--- src/rtl/word_serializer.sv ---
// Parallel-to-serial converter: accepts words over valid/ready and emits one bit per
// clock with a valid strobe and end-of-word flag, using a one-word holding register.
module word_serializer #(
  parameter int WIDTH     = 8,
  parameter bit MSB_FIRST = 1'b1,
  parameter int GAP       = 0
) (
  input  logic             clk,
  input  logic             reset,
  input  logic [WIDTH-1:0] in_data,
  input  logic             in_valid,
  output logic             in_ready,
  output logic             bit_out,
  output logic             bit_valid,
  output logic             last_bit,
  output logic             busy
);

  localparam int BW = $clog2(WIDTH);

  if (WIDTH < 2 || WIDTH > 32) begin : g_bad_width
    $error("word_serializer: WIDTH must be in 2..32");
  end
  if (GAP < 0 || GAP > 15) begin : g_bad_gap
    $error("word_serializer: GAP must be in 0..15");
  end

  typedef enum logic [1:0] {
    S_IDLE,
    S_SHIFT,
    S_GAP
  } state_t;

  state_t           state;
  state_t           state_next;
  logic [WIDTH-1:0] hold;
  logic             hold_full;
  logic             hold_full_next;
  logic [WIDTH-1:0] shreg;
  logic [BW-1:0]    bcnt;
  logic [3:0]       gcnt;
  logic             accept;
  logic             load;
  logic             head;
  logic             in_ready_next;
  logic             bit_out_next;
  logic             bit_valid_next;
  logic             last_bit_next;
  logic             busy_next;

  // The hold_full term keeps HOLD safe even if in_ready and hold_full ever disagree.
  assign accept = in_valid & in_ready & ~hold_full;
  assign head   = MSB_FIRST ? shreg[WIDTH-1] : shreg[0];

  always_ff @(posedge clk) begin
    if (reset) begin
      state <= S_IDLE;
    end else begin
      state <= state_next;
    end
  end

  // A load from HOLD happens either from IDLE or, with no gap, in place on the last bit.
  always_comb begin
    state_next = state;
    load       = 1'b0;
    case (state)
      S_IDLE: begin
        if (hold_full) begin
          load       = 1'b1;
          state_next = S_SHIFT;
        end
      end
      S_SHIFT: begin
        if (bcnt == '0) begin
          if (GAP > 0) begin
            state_next = S_GAP;
          end else if (hold_full) begin
            load = 1'b1;
          end else begin
            state_next = S_IDLE;
          end
        end
      end
      S_GAP: begin
        if (gcnt == 4'd0) begin
          state_next = S_IDLE;
        end
      end
      default: state_next = S_IDLE;
    endcase
  end

  always_comb begin
    hold_full_next = hold_full;
    if (load) begin
      hold_full_next = 1'b0;
    end else if (accept) begin
      hold_full_next = 1'b1;
    end
  end

  // busy also spans the cycle after leaving SHIFT/GAP so it drops once that output has settled.
  always_comb begin
    bit_out_next   = 1'b0;
    bit_valid_next = 1'b0;
    last_bit_next  = 1'b0;
    if (state == S_SHIFT) begin
      bit_out_next   = head;
      bit_valid_next = 1'b1;
      last_bit_next  = (bcnt == '0);
    end
    in_ready_next = ~hold_full_next;
    busy_next     = hold_full_next | (state_next != S_IDLE) | (state != S_IDLE);
  end

  always_ff @(posedge clk) begin
    if (reset) begin
      hold      <= '0;
      hold_full <= 1'b0;
      shreg     <= '0;
      bcnt      <= '0;
      gcnt      <= 4'd0;
    end else begin
      hold_full <= hold_full_next;
      if (accept) begin
        hold <= in_data;
      end
      if (load) begin
        shreg <= hold;
        bcnt  <= BW'(WIDTH - 1);
      end else if (state == S_SHIFT) begin
        shreg <= MSB_FIRST ? (shreg << 1) : (shreg >> 1);
        bcnt  <= bcnt - BW'(1);
      end
      if (state == S_SHIFT && state_next == S_GAP) begin
        gcnt <= 4'((GAP > 0) ? (GAP - 1) : 0);
      end else if (state == S_GAP && gcnt != 4'd0) begin
        gcnt <= gcnt - 4'd1;
      end
    end
  end

  always_ff @(posedge clk) begin
    if (reset) begin
      in_ready  <= 1'b1;
      bit_out   <= 1'b0;
      bit_valid <= 1'b0;
      last_bit  <= 1'b0;
      busy      <= 1'b0;
    end else begin
      in_ready  <= in_ready_next;
      bit_out   <= bit_out_next;
      bit_valid <= bit_valid_next;
      last_bit  <= last_bit_next;
      busy      <= busy_next;
    end
  end

endmodule

--- config.mk ---
export PLATFORM = sky130hd
export DESIGN_NAME = word_serializer
export DESIGN_NICKNAME = d
export VERILOG_FILES = /design/src/rtl/word_serializer.sv
export SDC_FILE = /design/constraint.sdc
export NUM_CORES = 1
export LEC_CHECK = 0
export CORE_MARGIN = 8
export CORE_UTILIZATION = 58
export DETAILED_ROUTE_END_ITERATION = 6
export HOLD_SLACK_MARGIN = 0.08
export PLACE_DENSITY = 0.82
export SLEW_MARGIN = 25
export SYNTH_ARGS = -nofsm -noshare
export SYNTH_HDL_FRONTEND = slang
export SYNTH_SLANG_ARGS = --single-unit
--- constraint.sdc ---
create_clock -name clk -period 3.3 [get_ports clk]
set_input_delay 0.33 -clock clk [delete_from_list [all_inputs] [get_ports clk]]
set_output_delay 0.33 -clock clk [all_outputs]
set_load 0.02 [all_outputs]
==> results.yml <==
setup_path:
  critPathBufInv: 0
  critical_path.endpoint_type: "register"
  slowest_delay_ns: 0.67
  crit_type: "register to register"
  r2r_slack_ns: 1.56
  slowest_stage: "dfxtp_1"
  reg2reg_from: "state[0]"
  startpoint_type: "register"
  required_ns: 3.49
  cp_max_fo: 19
  r2r_end: "shreg[1]"
  crit_family: "compound AO/OA/AOI/OAI gates"
  cp.depth: 3
  cp.arrival_ns: 1.93
  cp-startpoint: "state[0]"
  path_cells: "o21bai_2 -> a2111oi_0 -> a211oi_1"
  reg2regPathDepth: 3
  crit_path_end: "shreg[1]"
yosys:
  netlist-cell-type-count: 32
  synthesis.area_um2: 1354
  post-synth-top-count-cell: "dfxtp_1"
  synth_nets: 155
  yosys_warnings: 0
  netlist_instances: 141
  seq_area_frac_synth: 0.4584
  synth_top_area_share: 0.4584
  synthTopCellsByCount: "dfxtp_1, nor2_1"
  yosys.area.top_type: "dfxtp_1"
  synth_edf_count: 0
  avgSynthCellArea_um2: 9.601
  synth-seq-cells: 31
  async_flop_share: 0
  synth_ff_type: "dfxtp_1"
  yosys-top-cells-area: "dfxtp_1, mux2i_1, nor2_1"
timing:
  hold_viol: 0
  fmax_mhz: 574.2
  clock_skew_ns: 0.005349
  slew_headroom: 0.5614
  worstMarginPinSlew_ns: 0.6575
  hold-worst-slack_ns: 0.4663
  rsz0062_at_grt: "false"
  tns_ns: 0
  fin_crit_ns: 1.741
  slew_violations: 0
  period_share: 0.5277
  setup_viol: 0
  setup_ws_ns: 1.559
global_route:
  grt_max_degree: 32
  grt_pass1_wl_mm: 4.436
  track_usage: 0.1331
  globalRouteOverflowTotal: 0
  grt_pass1_vias: 1036
  antenna_found_initial: 0
final_layout:
  multi_input_area_um2: 629.4
  area_growth_pct: 10.91
  drive_above_1_share: 0.07947
  fill_cells: 181
  finalCoreUtilization: 0.6787
  regArea_um2: 620.6
  fin_nets: 166
  design_area_um2: 1501
  n_antenna_cell: 0
  finish.cell_count_without_fillers: 179
place:
  gp_congestion: 0.7972
  place_hpwl_mm: 1.788
  dp_cells: 173
  place_ws_ns: 1.314
  place_area_um2: 1465
  port_buffers: 15
pwr:
  cellPowerDensity_nw_per_um2: 520.2
  ir_worst_vdd_v: 0.0003497
  leakage_nw: 0.5999
  p_total_mw: 0.7811
floorplanning:
  die_w_um: 64.31
  core-area_um2: 2212
  die_y_um: 64.31
  initial_core_util: 0.6120
  fp.dieArea_um2: 4136
  num_rows: 17
  io_pins: 16
detailed_routing:
  met2WireLength_mm: 1.268
  vias_per_cell: 5.788
  drt-met1-wl_mm: 1.127
  wl_per_cell_um: 14.10
  highest_layer: "met4"
  ant_nets: 0
  vias: 1036
  drt-initial-drc-count: 15
  wl_mm: 2.524
  dr.pass1.iters: 4
  wl_met3_um: 108
  drc_errors: 0
cts:
  clock_latency_ns: 0.32
  numCtsBuffers: 5
  postCtsSetupRepairBufs: 0
  cts_root_buf: "clkbuf_4"
  hold_buffers: 0
  cts_buffer_depth: 2
  clk_pin_slew_ns: 0.09
  cts_tree: "done"
  cts_resized: 0
  h-tree-depth: 2
  clock_sinks: 31
job:
  drv_cap: 0
status:
  run_status: "completed"
hold_path:
  hp-class: "input pin to register"
==> cell families after synthesis <==
group | count (synthesis) | synth area share
AO/OA/AOI/OAI | 41 | 0.2237
adder cells (fa/ha/maj) | 3 | 0.02773
buffers and inverters | 19 | 0.07670
flip-flops | 31 | 0.4584
multiplexers | 9 | 0.06747
AND/OR/NAND/NOR | 38 | 0.1460
==> worst register-to-register path, cell delays in order (launching register included) <==
cell and delay, ns:
dfxtp_1 0.67, o21bai_2 0.34, a2111oi_0 0.51, a211oi_1 0.10
==> metal layers <==
| layer | GRT usage | vias up |
|---|---|---|
| met2 | 0.2248 | 23 |
| li1 | - | 527 |
| met4 | 0.05450 | 0 |
| met1 | 0.1403 | 482 |
| met5 | 0 | - |
| met3 | 0.06098 | 4 |
==> layout make-up <==
cell class | count | area share
flip-flops and latches | 31 | 0.4133
multi-input cells | 91 | 0.4192
repair buffers | 15 | 0.09667
well taps | 28 | 0.02333
inverters | 8 | 0.02000
clock buffers | 6 | 0.02750
==> registers in the layout, summed over array words and instances, names as in the netlist <==
| name | count |
|---|---|
| shreg | 8 |
| gcnt | 4 |
| state | 2 |
| bit_out | 1 |
| in_ready | 1 |
| hold_full | 1 |
| bcnt | 3 |
| last_bit | 1 |
| hold | 8 |
| busy | 1 |
| bit_valid | 1 |
==> where the power goes <==
part	internal (mW)	switching (mW)
logic	0.0659	0.0921
registers	0.410	0.0230
clock network	0.0756	0.115
==> layout by cell type (no fill, tap or decap), types with 2 or more instances in the layout <==
cell type and count:
a2111oi_0 7, a211oi_1 8, a21oi_1 8, and2_1 2, clkbuf_4 5, clkdlybuf4s50_1 14
dfxtp_1 31, ha_1 3, inv_1 8, mux2i_1 8, nand2b_1 2, nor2_1 18
nor3_1 5, o21ai_0 4, o21ba_2 2, o21bai_1 7, or3_1 5
==> how the worst min path moves through the flow <==
stage                 to  cells after the start      from
2_1_floorplan  bit_valid                      1     reset
3_3_place_gp     bit_out                      1  shreg[7]
3_5_place_dp     bit_out                      1  shreg[7]
4_1_cts          bit_out                      1  shreg[7]
5_1_grt          hold[3]                      2     reset
6_report         hold[0]                      2     reset
(Power assumes the default switching activity.)
==> patch 1: new RTL, same flow settings <==
The parameter `MSB_FIRST` goes from 1'b1 to 1'b0.
--- a/src/rtl/word_serializer.sv
+++ b/src/rtl/word_serializer.sv
@@ -3,5 +3,5 @@
 module word_serializer #(
   parameter int WIDTH     = 8,
-  parameter bit MSB_FIRST = 1'b1,
+  parameter bit MSB_FIRST = 1'b0,
   parameter int GAP       = 0
 ) (
Behaviour: not the same (Yosys sat finds a counterexample within 4 cycles, from zero or initial values and one cycle with reset high).
==> patch 1 against the original RTL <==
  * Power rose by 2.2%
  * Synthesized area is 1.7% lower
  * Wire length is 8.0% higher
  * Sequential cell count did not move
  * Critical endpoint is now shreg[2]$_SDFFE_PP0P_
  * Via count grew 5.7%
  * Design area increased by 1.1%
  * First-iteration DRC count rose by 130%
  * Setup slack worse by 0.062 ns
==> patch 1: results (changes against the original RTL) <==
- Status: completed
- Filler Cells Inserted: 180 (-0.55%)
- Iteration-0 DRC Markers: 34 (+19)
- Arr. time, crit path: 1.97 ns (+0.04 ns)
- WHS: 0.458 ns (-0.00819 ns)
- Post-CTS setup buffer count: 0 (unchanged)
- Post-DP HPWL: 1.94 mm (+8.2%)
- Met2 Use GR: 0.213 (-0.0115)
- Vias per cell: 5.98 (+3.4%)
- GR Util met3: 0.0505 (-0.0105)
- Worst hold start: shreg[0]$_SDFFE_PP0P_
- Reg2reg setup slack: 1.50 ns (-0.06 ns)
- Area post-placement: 0.00147 mm2 (+0.17%)
- Drt wl/cell: 14.9 um (+5.6%)
- Max rail drop VDD: 371 uV (+6.0%)
- Met1 usage: 0.169 (+0.0290)
- Detailed-route wire length: 2.73 mm (+8.0%)
- Share of layout cells above drive strength 1: 0.0710 (-0.00850)
- Worst Hold Depth: 1 (-1)
- Synth top cells by count: 31 x dfxtp_1, 18 x nor2_1, 14 x a2111oi_0
- Post-synth ARST share: 0 (unchanged)
- RePlAce Congestion: 0.832 (+4.4%)
- Largest regs: hold: 8 flops, shreg: 8 flops, gcnt: 4 flops
- First-pass DRT Iterations: 4 (unchanged)
- # port buffers: 15 (unchanged)
- Clock Path Buffers: 2 (unchanged)
- Post-placement cell count: 175 (+1.2%)
- Register area share after synthesis: 0.466 (+0.00776)
- Hold Crit Endpoint: bit_out$_SDFF_PP0_
- Layout Skew: 0.00584 ns (+0.000488 ns)
- Max incr delay on CP: 0.62 ns (-0.05 ns)
- Post-synth cell types: 30 (-6.3%)
- Reg2reg end: shreg[2]$_SDFFE_PP0P_
- Worst skew pair latency: 0.32 ns (about the same)
- Worst hold path class: reg -> reg
- Total track usage: 0.140 (+0.00656)
- YS warnings: 0 (unchanged)
- Crit path max fanout: 16 (-3)
- Largest cells by area after synthesis: dfxtp_1 47%, a2111oi_0 9.2%, mux2i_1 6.0%
- Syn nets: 156 (+0.65%)
- Slowest-stage cell, CP: dfxtp_1
- Nets: 168 (+1.2%)
- Largest net degree at the start of global routing: 25 (-22%)
- Actual slew at the worst max-slew pin: 0.885 ns (+0.228 ns)
- Global-route wire length before repair: 4.73 mm (+6.7%)
- Lkg Pwr: 0.000574 uW (-4.2%)
- Cells after Synth: 142 (+0.71%)
==> patch 1: changes by cell type after synthesis, moves of 2 or more <==
cell	change
a211oi_1	-8
a2111oi_0	+7
nor4_1	+7
o21bai_1	-6
buf_6	-4
buf_4	+3
buf_2	+2
==> patch 1: where the power goes <==
part / total, uW / internal [uW] / switching (uW)
logic: 159 / 65.2 / 93.5
registers: 437 / 410 / 26.3
clock network: 203 / 82.9 / 120
total: 798 / 558 / 240
==> patch 1: layer usage <==
metal | part of all wire | vias to the layer above
li1 | - | 545
met1 | 0.46 | 505
met2 | 0.46 | 43
met3 | 0.078 | 2
met4 | 0.0051 | 0
met5 | 0 | -
==> patch 1: worst max path at each step <==
stage                               from                    end  slack [ns]  cells after the start
CTS                  state[0]$_SDFF_PP0_  shreg[2]$_SDFFE_PP0P_        1.52                      3
global placement                   reset   gcnt[3]$_SDFFE_PP0P_        1.48                      3
floorplan           gcnt[0]$_SDFFE_PP0P_   gcnt[3]$_SDFFE_PP0P_        1.94                      5
finish               state[0]$_SDFF_PP0_  shreg[2]$_SDFFE_PP0P_        1.50                      3
detailed placement                 reset   gcnt[3]$_SDFFE_PP0P_        1.43                      3
global route         state[0]$_SDFF_PP0_  shreg[2]$_SDFFE_PP0P_        1.28                      3
==> patch 1: final cells by class <==
cell class | instances | area [um2] | area share
repair buffers | 16 | 158 | 0.104
flip-flops and latches | 31 | 621 | 0.409
inverters | 8 | 30.0 | 0.0198
clock inverters | 1 | 5.00 | 0.00330
well taps | 28 | 35.0 | 0.0231
multi-input cells | 92 | 624 | 0.411
clock buffers | 7 | 45.0 | 0.0297
==> patch 1: cells by family (layout without fill, tap and decap cells) <==
| logic type | after synthesis | count (layout) | synth area share |
|---|---|---|---|
| AND/OR/NAND/NOR | 46 | 46 | 0.188 |
| AO/OA/AOI/OAI | 34 | 34 | 0.184 |
| flip-flops | 31 | 31 | 0.466 |
| buffers and inverters | 19 | 32 | 0.0648 |
| multiplexers | 9 | 9 | 0.0686 |
| adder cells (fa/ha/maj) | 3 | 3 | 0.0282 |
==> patch 1: per-stage QoR <==
| stage | setup WS (ns) | power, uW |
|---|---|---|
| final | 1.50 | 798 |
| after global routing | 1.28 | 844 |
| after CTS | 1.52 | 800 |
| after detailed placement | 1.43 | 601 |
| after global placement | 1.48 | 591 |
| after floorplan | 1.94 | 559 |
==> patch 2: new RTL, same settings <==
Made on the original files. Re-encode `state_t` (3 states) as one-hot, 3 bits wide.
--- a/src/rtl/word_serializer.sv
+++ b/src/rtl/word_serializer.sv
@@ -26,8 +26,8 @@
   end
 
-  typedef enum logic [1:0] {
-    S_IDLE,
-    S_SHIFT,
-    S_GAP
+  typedef enum logic [2:0] {
+    S_IDLE  = 3'b001,
+    S_SHIFT = 3'b010,
+    S_GAP   = 3'b100
   } state_t;
 
Behaviour: same outputs for any inputs over 10 cycles, from zero or initial values and one cycle with reset high; not proved beyond that.
==> patch 2 against the original RTL <==
  * Setup slack got worse by 0.090 ns
  * Fmax fell by 4.9%
  * Design area rose by 6.9%
  * Synthesized area rose by 1.3%
  * Power rose by 11%
  * Critical endpoint is now shreg[3]$_SDFFE_PP0P_
  * Sequential share of layout area fell by 1.4 points
  * First-iteration DRC count rose by 130%
  * Sequential cell count rose by 1
  * Cell count did not move
  * Wire length rose by 4.1%
==> patch 2: results (changes against the original RTL) <==
- Worst reg2reg path depth: 4 (+1)
- Setup crit end kind: register
- Largest cells by area after synthesis: dfxtp_1 47%, mux2i_1 11%, a211oi_2 6.4%
- Share of layout cells above drive strength 1: 0.132 (+0.0530)
- Hold Crit Endpoint: shreg[0]$_SDFFE_PP0P_
- Syn nets: 147 (-5.2%)
- Largest net degree at the start of global routing: 20 (-38%)
- Max rail drop VDD: 396 uV (+13%)
- Arr. time, crit path: 2.08 ns (+0.15 ns)
- FF-to-FF Start: state[1]$_SDFF_PP0_
- Vias per cell: 5.53 (-4.4%)
- Iteration-0 DRC Markers: 35 (+20)
- Worst hold start: hold[0]$_SDFFE_PP0P_
- Global-route wire length before repair: 4.42 mm (-0.45%)
- Status: completed
- Nets: 164 (-1.2%)
- Worst hold path class: reg -> reg
- Worst rel slew slack: 0.436 (-0.125)
- Lkg Pwr: 0.000615 uW (+2.6%)
- Post-DP HPWL: 1.83 mm (+2.5%)
- # port buffers: 15 (unchanged)
- Slowest-stage cell, CP: o22ai_2
- Drt wl/cell: 14.7 um (+4.1%)
- Reg2reg setup slack: 1.47 ns (-0.09 ns)
- Max incr delay on CP: 0.72 ns (+0.05 ns)
- Total track usage: 0.133 (+0.000142)
- Synth top cells by count: 32 x dfxtp_1, 21 x nor2_1, 15 x mux2i_1
- RePlAce Congestion: 0.779 (-2.3%)
- Reg2reg end: shreg[3]$_SDFFE_PP0P_
- Layout Skew: 0.00793 ns (+0.00258 ns)
patch 2: power breakdown:
part	internal (uW)	leakage (uW)	total (uW)	switching (uW)
clock	158	0.0000412	296	138
sequential	413	0.000262	431	18.3
combinational	64.4	0.000313	136	72.1
total	635	0.000615	864	229
patch 2: cell type report:
type                       instances  area (um2)
multi-input combinational         90         673
tap                               28        35.0
inverter                           5        18.8
timing repair buffer              16         158
clock buffer                       5        37.5
clock inverter                     3        42.5
fill                             170         628
sequential                        32         641
patch 2: worst register-to-register path, stage by stage, from the launching register on:
cell	delay (ns)
dfxtp_1	0.47
nand2b_1	0.20
o22ai_2	0.72
nor2_1	0.15
a211oi_2	0.23
patch 2: logic make-up after synthesis:
family	Yosys count	share of synthesized area
adder cells (fa/ha/maj)	3	0.0274
XOR/XNOR	4	0.0256
AO/OA/AOI/OAI	24	0.155
AND/OR/NAND/NOR	44	0.173
flip-flops	32	0.467
multiplexers	15	0.109
buffers and inverters	11	0.0420
patch 2: through the flow:
stage          hold WS [ns]  worst slack [ns]  std cells
2_1_floorplan         0.431              1.83        133
3_3_place_gp          0.445              1.60        171
3_5_place_dp          0.462              1.54        171
4_1_cts               0.476              1.51        179
5_1_grt               0.507              1.32        179
6_report              0.472              1.47        179
patch 2: metal layers:
layer	up-vias	GRT usage	wire, um
li1	496	-	-
met1	472	0.146	1180
met2	20	0.222	1320
met3	2	0.0601	111
met4	0	0.0490	20
met5	-	0	0
